===== src/rtl/decode_cycle.sv =====
// RV32I decode stage: main decoder, ALU decoder, immediate extender and a
// 32-entry register file, feeding the ID/EX pipeline register.
// Optional feature macro: DECODE_FLUSH_EN adds a FlushE input that turns the
// next ID/EX control word into a bubble while data fields still load.
// No state machine here; every *_E output is a plain pipeline register.
module decode_cycle #(
  parameter int DATA_W = 32,
  parameter int REG_AW = 5
) (
  input  logic              clk,
  input  logic              rst,
  input  logic [31:0]       instr_D,
  input  logic [DATA_W-1:0] PCD,
  input  logic [DATA_W-1:0] PCPlusD,
`ifdef DECODE_FLUSH_EN
  input  logic              FlushE,
`endif
  input  logic              RegWriteW,
  input  logic [REG_AW-1:0] RDW,
  input  logic [DATA_W-1:0] ResultW,
  output logic              RegWriteE,
  output logic [1:0]        ResultSrcE,
  output logic              MemWriteE,
  output logic              JumpE,
  output logic              BranchE,
  output logic              ALUSrcE,
  output logic [2:0]        ALUControlE,
  output logic [DATA_W-1:0] RD1_E,
  output logic [DATA_W-1:0] RD2_E,
  output logic [DATA_W-1:0] Imm_Ext_E,
  output logic [REG_AW-1:0] RD_E,
  output logic [REG_AW-1:0] RS1_E,
  output logic [REG_AW-1:0] RS2_E,
  output logic [DATA_W-1:0] PCE,
  output logic [DATA_W-1:0] PCPlusE
);

  localparam int NREGS = 2 ** REG_AW;

  logic [6:0]        opcode;
  logic [2:0]        funct3;
  logic              funct7_5;
  logic [REG_AW-1:0] rs1, rs2, rd;

  assign opcode   = instr_D[6:0];
  assign funct3   = instr_D[14:12];
  assign funct7_5 = instr_D[30];
  assign rs1      = instr_D[15 +: REG_AW];
  assign rs2      = instr_D[20 +: REG_AW];
  assign rd       = instr_D[7 +: REG_AW];

  // Decoded control word for the instruction currently in decode
  logic       reg_write_d, mem_write_d, jump_d, branch_d, alu_src_d, is_rtype;
  logic [1:0] result_src_d, imm_src, alu_op;
  logic [2:0] alu_ctrl_d;

  // Main decoder: unknown opcodes (including the all-zero bubble) decode as NOP
  always_comb begin
    reg_write_d  = 1'b0;
    mem_write_d  = 1'b0;
    jump_d       = 1'b0;
    branch_d     = 1'b0;
    alu_src_d    = 1'b0;
    result_src_d = 2'b00;
    imm_src      = 2'b00;
    alu_op       = 2'b00;
    is_rtype     = 1'b0;
    case (opcode)
      7'b0000011: begin // lw
        reg_write_d  = 1'b1;
        result_src_d = 2'b01;
        alu_src_d    = 1'b1;
        imm_src      = 2'b00;
      end
      7'b0100011: begin // sw
        mem_write_d = 1'b1;
        alu_src_d   = 1'b1;
        imm_src     = 2'b01;
      end
      7'b0110011: begin // R-type
        reg_write_d = 1'b1;
        alu_op      = 2'b10;
        is_rtype    = 1'b1;
      end
      7'b0010011: begin // I-type ALU
        reg_write_d = 1'b1;
        alu_src_d   = 1'b1;
        imm_src     = 2'b00;
        alu_op      = 2'b10;
      end
      7'b1100011: begin // beq
        branch_d = 1'b1;
        imm_src  = 2'b10;
        alu_op   = 2'b01;
      end
      7'b1101111: begin // jal
        reg_write_d  = 1'b1;
        jump_d       = 1'b1;
        result_src_d = 2'b10;
        imm_src      = 2'b11;
      end
      default: ;
    endcase
  end

  // ALU decoder: loads/stores add, beq subtracts, ALU ops decode funct3/funct7
  always_comb begin
    alu_ctrl_d = 3'b000;
    case (alu_op)
      2'b01:   alu_ctrl_d = 3'b001;
      2'b10: begin
        case (funct3)
          3'b000:  alu_ctrl_d = (is_rtype && funct7_5) ? 3'b001 : 3'b000;
          3'b010:  alu_ctrl_d = 3'b101;
          3'b110:  alu_ctrl_d = 3'b011;
          3'b111:  alu_ctrl_d = 3'b010;
          default: alu_ctrl_d = 3'b000;
        endcase
      end
      default: alu_ctrl_d = 3'b000;
    endcase
  end

  // Immediate extender selected by the main decoder's immediate format
  logic [DATA_W-1:0] imm_ext_d;
  always_comb begin
    imm_ext_d = '0;
    case (imm_src)
      2'b00: imm_ext_d = {{(DATA_W-12){instr_D[31]}}, instr_D[31:20]};
      2'b01: imm_ext_d = {{(DATA_W-12){instr_D[31]}}, instr_D[31:25], instr_D[11:7]};
      2'b10: imm_ext_d = {{(DATA_W-12){instr_D[31]}}, instr_D[7], instr_D[30:25],
                          instr_D[11:8], 1'b0};
      default: imm_ext_d = {{(DATA_W-20){instr_D[31]}}, instr_D[19:12], instr_D[20],
                            instr_D[30:21], 1'b0};
    endcase
  end

  // Register file storage
  logic [DATA_W-1:0] rf [NREGS];
  logic              wr_en;
  assign wr_en = RegWriteW && (RDW != '0);

  // Register file write port; x0 is never written, reset clears every entry
  always_ff @(posedge clk) begin
    if (rst) begin
      for (int i = 0; i < NREGS; i++) rf[i] <= '0;
    end else if (wr_en) begin
      rf[RDW] <= ResultW;
    end
  end

  // Read ports: x0 reads zero, a same-cycle write to the read index forwards ResultW
  logic [DATA_W-1:0] rd1_d, rd2_d;
  always_comb begin
    rd1_d = '0;
    rd2_d = '0;
    if (rs1 != '0) rd1_d = (wr_en && RDW == rs1) ? ResultW : rf[rs1];
    if (rs2 != '0) rd2_d = (wr_en && RDW == rs2) ? ResultW : rf[rs2];
  end

  logic flush;
`ifdef DECODE_FLUSH_EN
  assign flush = FlushE;
`else
  assign flush = 1'b0;
`endif

  // ID/EX pipeline register
  logic              reg_write_q, mem_write_q, jump_q, branch_q, alu_src_q;
  logic [1:0]        result_src_q;
  logic [2:0]        alu_ctrl_q;
  logic [DATA_W-1:0] rd1_q, rd2_q, imm_q, pc_q, pc_plus_q;
  logic [REG_AW-1:0] rd_q, rs1_q, rs2_q;

  // ID/EX load: reset clears all, flush clears only the control word
  always_ff @(posedge clk) begin
    if (rst) begin
      reg_write_q  <= 1'b0;
      mem_write_q  <= 1'b0;
      jump_q       <= 1'b0;
      branch_q     <= 1'b0;
      alu_src_q    <= 1'b0;
      result_src_q <= 2'b00;
      alu_ctrl_q   <= 3'b000;
      rd1_q        <= '0;
      rd2_q        <= '0;
      imm_q        <= '0;
      pc_q         <= '0;
      pc_plus_q    <= '0;
      rd_q         <= '0;
      rs1_q        <= '0;
      rs2_q        <= '0;
    end else begin
      reg_write_q  <= flush ? 1'b0   : reg_write_d;
      mem_write_q  <= flush ? 1'b0   : mem_write_d;
      jump_q       <= flush ? 1'b0   : jump_d;
      branch_q     <= flush ? 1'b0   : branch_d;
      alu_src_q    <= flush ? 1'b0   : alu_src_d;
      result_src_q <= flush ? 2'b00  : result_src_d;
      alu_ctrl_q   <= flush ? 3'b000 : alu_ctrl_d;
      rd1_q        <= rd1_d;
      rd2_q        <= rd2_d;
      imm_q        <= imm_ext_d;
      pc_q         <= PCD;
      pc_plus_q    <= PCPlusD;
      rd_q         <= rd;
      rs1_q        <= rs1;
      rs2_q        <= rs2;
    end
  end

  // Outputs are held at zero for as long as reset is asserted
  assign RegWriteE   = rst ? 1'b0   : reg_write_q;
  assign ResultSrcE  = rst ? 2'b00  : result_src_q;
  assign MemWriteE   = rst ? 1'b0   : mem_write_q;
  assign JumpE       = rst ? 1'b0   : jump_q;
  assign BranchE     = rst ? 1'b0   : branch_q;
  assign ALUSrcE     = rst ? 1'b0   : alu_src_q;
  assign ALUControlE = rst ? 3'b000 : alu_ctrl_q;
  assign RD1_E       = rst ? '0     : rd1_q;
  assign RD2_E       = rst ? '0     : rd2_q;
  assign Imm_Ext_E   = rst ? '0     : imm_q;
  assign RD_E        = rst ? '0     : rd_q;
  assign RS1_E       = rst ? '0     : rs1_q;
  assign RS2_E       = rst ? '0     : rs2_q;
  assign PCE         = rst ? '0     : pc_q;
  assign PCPlusE     = rst ? '0     : pc_plus_q;

endmodule


===== config.mk =====
export PLATFORM = sky130hd
export DESIGN_NAME = decode_cycle
export DESIGN_NICKNAME = d
export VERILOG_FILES = /design/src/rtl/decode_cycle.sv
export SDC_FILE = /design/constraint.sdc
export NUM_CORES = 2
export LEC_CHECK = 0
export CORE_AREA = 3 3 476 431
export DETAILED_ROUTE_END_ITERATION = 8
export DIE_AREA = 0 0 479 434
export PLACE_DENSITY = 0.48
export SLEW_MARGIN = 30
export SYNTH_ARGS = -nofsm -noshare
export SYNTH_HDL_FRONTEND = slang
export SYNTH_SLANG_ARGS = --single-unit

===== constraint.sdc =====
create_clock -name clk -period 3.1 [get_ports clk]
set_input_delay 0.62 -clock clk [delete_from_list [all_inputs] [get_ports clk]]
set_output_delay 0.62 -clock clk [all_outputs]
set_load 0.005 [all_outputs]

==> metrics.md <==
| Metric | Value |
|---|---|
| Status | `finished, final reports clean` |
| Die X-Extent | `about 480 um` |
| Reg-to-reg endpoint | `rd2_q[7]` |
| Top cells by area, synth | `edfxtp_1, mux4_2, and2_1` |
| Sequential share of power | `a little under half` |
| Post-Layout Inst Area | `between 0.07 and 0.08 mm^2` |
| CTS tree | `yes` |
| Number of global-route vias before repair | `~39000` |
| Critical path class | `flip-flop to primary output` |
| Post-DR vias/cell | `roughly 5.2` |
| GPL Wtd Cong | `about 0.84` |
| CTS clk-pin slew, worst paths | `~60 ps` |
| Synth Register Bits | `1197` |
| H-tree levels | `4` |
| DP HPWL | `146 mm` |
| Worst slew margin | `about two fifths` |
| Setup TNS | `0 ps` |
| Initial antenna violation count | `13` |
| CTS max path bufs | `3` |
| Critical Path RT | `2480 ps` |
| Dpl cell area | `0.0692 mm^2` |
| Slowest cell on the critical path | `clkdlybuf4s50_1` |
| Launch point of the worst reg-to-reg path | `rf[16][7]` |
| Drt wl/cell | `roughly 30 um` |
| Ys flop type | `edfxtp_1` |
| Num ports | `approximately 320` |
| Sequential element share of the synthesized area | `56.9%` |
| Peak Freq | `353 MHz` |
| First-pass GRT wire length | `between 300 and 400 mm` |
| Path depth of the worst reg2reg path | `4` |
| Skew-Pair Late Insertion Delay | `790 ps` |
| Largest net degree at the start of global routing | `70` |
| Post-CTS resize count | `0` |
| Ys Warns | `0` |
| Max-slew violation count | `0` |
| Gr ovfl total | `0` |
| Post-CTS Setup Bufs | `0` |
| DRC | `0` |
| Simple-Gate Fraction of Synth Area | `between 10% and 20%` |
| # hold bufs at CTS | `0` |
| Die Y | `434 um` |
| Worst Tran Pin Value | `about 900 ps` |
| Synth top area share | `around 51%` |
| Clock network fraction of total power | `a little over two fifths` |
| P_leak | `25.7 nW` |
| Fin Clk Skew | `about 44 ps` |
| Final worst setup slack | `271 ps` |
| Average size of a mapped cell | `between 10 and 15 um^2` |
| Ys async rst share | `0%` |
| RSZ-0062 raised after global routing | `no` |
| Routed wire length | `around 220 mm` |
| Hold WC Path Type | `input pin to flip-flop` |
| Sw Share | `between 20% and 30%` |
| Layout Nets | `approximately 4600` |
| Cell internal pwr | `0.0306 W` |
| CP startpoint kind | `flip-flop` |
| Post-synth EDFFs | `about 1000` |
| Crit path launch | `imm_q[20]` |
| Final Cycle Share | `between 90% and 100%` |
| Root buf cell | `clkbuf_16` |
| Area of the core | `between 0.2 and 0.25 mm^2` |
| Netlist cell types | `50` |
| Post-Synth XOR/XNOR Area | `0.146%` |
| Initial Util | `30.0%` |
| Critical path cell sequence | `nor2b_1 > clkdlybuf4s50_1` |
| CP Capture Type | `primary output` |
| Die footprint | `0.208 mm^2` |
| Max_cap viols | `0` |
| CP endpoint | `Imm_Ext_E[31]` |
| Compound-gate portion of the synthesized area | `approximately 4.5%` |
| Layout area overhead | `23.0%` |
| Adder-cell share of the synthesized area | `less than 1%` |
| Overall via count from detail_route | `around 38000` |
| Gate Count Post-Synth | `4094` |
| Final Setup Violations | `0` |
| Worst EP arrival | `2210 ps` |
| Psw | `0.0102 W` |
| Gate power share | `between 10% and 20%` |
| Max IR drop VDD | `480 uV` |
| Area leader, netlist | `edfxtp_1` |
| Power per cell area | `roughly 550 mW/mm^2` |
| TritonCTS Sinks | `1197` |
| Min Tclk post-route | `between 2000 and 3000 ps` |
| TritonCTS Buffers | `about 140` |
| Worst Path Max Fanout | `12` |
| Hold Violations, Final | `0` |
| Total GRT Usage | `approximately a fifth` |
| Cell Area, Synth | `between 0.06 and 0.07 mm^2` |
| Antenna Nets Post-Route | `0` |
| Pre-antenna DRT Iters | `6` |
| Post-synthesis mux area share | `between 20% and 30%` |
| # port buffers | `320` |
| Initial drt markers | `approximately 4000` |
| Placement Setup Slack | `42.2 ps` |
| Share of layout cells above drive strength 1 | `24.4%` |
| Largest family of logic cells by synthesized area | `multiplexers` |
| R2R setup slack | `1030 ps` |
| Largest stage delay, worst path | `approximately 630 ps` |
| FP Rows | `156` |
==> logic make-up after synthesis <==
logic type | count (synthesis)
simple gates | 1425
flops | 1197
mux | 645
buf+inv | 448
compound gates | 366
xor+xnor | 10
fa+ha+maj | 2
other cells | 1
==> state kept, by name, summed over array words and instances, names as in the netlist, 3 cells and up <==
signal / flops
rd_q: 5
pc_plus_q: 32
alu_ctrl_q: 3
rd1_q: 32
rs1_q: 5
rs2_q: 5
pc_q: 32
rd2_q: 32
rf: 1024
imm_q: 21
==> through the flow <==
step                      utilization (%)  hold slack [ps]  cells  power, W
after global routing                 36.9              231   7287    0.0422
after CTS                            36.9              192   7285    0.0412
after floorplan                         -              696   4125    0.0216
final                                36.9              246   7293    0.0409
after global placement               34.5              818   7021    0.0241
after detailed placement             34.5              831   7023    0.0241
==> layout by cell type, fill, tap and decap left out, types with 32 or more instances in the layout <==
| cell | netlist | final |
|---|---|---|
| a21oi_1 | 60 | 60 |
| a221o_1 | 33 | 33 |
| a22oi_1 | 96 | 96 |
| and2_1 | 994 | 993 |
| buf_12 | 0 | 119 |
| buf_4 | 20 | 217 |
| clkbuf_1 | 322 | 34 |
| clkbuf_16 | 0 | 146 |
| clkdlybuf4s50_1 | 0 | 308 |
| conb_1 | 1 | 32 |
| dfxtp_1 | 173 | 173 |
| edfxtp_1 | 1024 | 1024 |
| mux2i_1 | 161 | 161 |
| mux4_2 | 479 | 479 |
| nand2_1 | 48 | 48 |
| nor2_4 | 0 | 33 |
| nor2b_1 | 270 | 267 |
==> metal layers <==
metal | track usage [%] | part of all wire (%)
met4 | 5.76 | 2.7
met3 | 3.74 | 7.4
met1 | 28.4 | 43
met2 | 33.4 | 47
met5 | 0 | 0
==> final cells by class <==
| type | count | area, um^2 |
|---|---|---|
| fill | 18900 | 126000 |
| sequential | 1197 | 34200 |
| multi-input combinational | 2480 | 24400 |
| timing repair buffer | 655 | 7250 |
| clock buffer | 194 | 3970 |
| tap | 2686 | 3360 |
| clock inverter | 68 | 734 |
| antenna | 8 | 20.0 |
| inverter | 5 | 18.8 |
==> worst min-delay path by stage <==
stage	startpoint	to	slack [ps]	depth (start not counted)
2_1_floorplan	instr_D[12]	alu_ctrl_q[2]	700	1
3_3_place_gp	rf[14][3]	rd2_q[3]	820	4
3_5_place_dp	rf[15][2]	rd2_q[2]	830	4
4_1_cts	rst	pc_plus_q[7]	190	2
5_1_grt	rst	pc_plus_q[7]	230	2
6_report	rst	pc_plus_q[7]	250	2
==> power by group through the flow <==
| stage | clock network (W) | logic (W) | registers (W) |
|---|---|---|---|
| after floorplan | 0 | 0.00265 | 0.0189 |
| after global routing | 0.0181 | 0.00513 | 0.0190 |
| after detailed placement | 0 | 0.00492 | 0.0192 |
| after CTS | 0.0174 | 0.00494 | 0.0189 |
| after global placement | 0 | 0.00491 | 0.0192 |
| final | 0.0171 | 0.00488 | 0.0189 |
==> cell usage after synthesis, types with 6 or more instances <==
library cell and n:
a211oi_1 31, a21o_1 8, a21oi_1 60, a221o_1 33
a22oi_1 96, a32o_1 31, and2_1 994, buf_1 24
buf_2 64, buf_4 20, buf_6 13, clkbuf_1 322
dfxtp_1 173, edfxtp_1 1024, mux2i_1 161, mux4_2 479
nand2_1 48, nand3_1 6, nand3b_1 7, nor2_1 41
nor2b_1 270, nor3_1 11, o21ai_0 31, o221ai_1 31
o22ai_1 31, or2_2 31, xnor2_1 10
==> critical path, delay by kind of cell (launching register included) <==
kind	cells	cell delay, ps
simple gates	1	530
flops	1	300
buf+inv	1	630
Power figures use the tool's default switching activity.
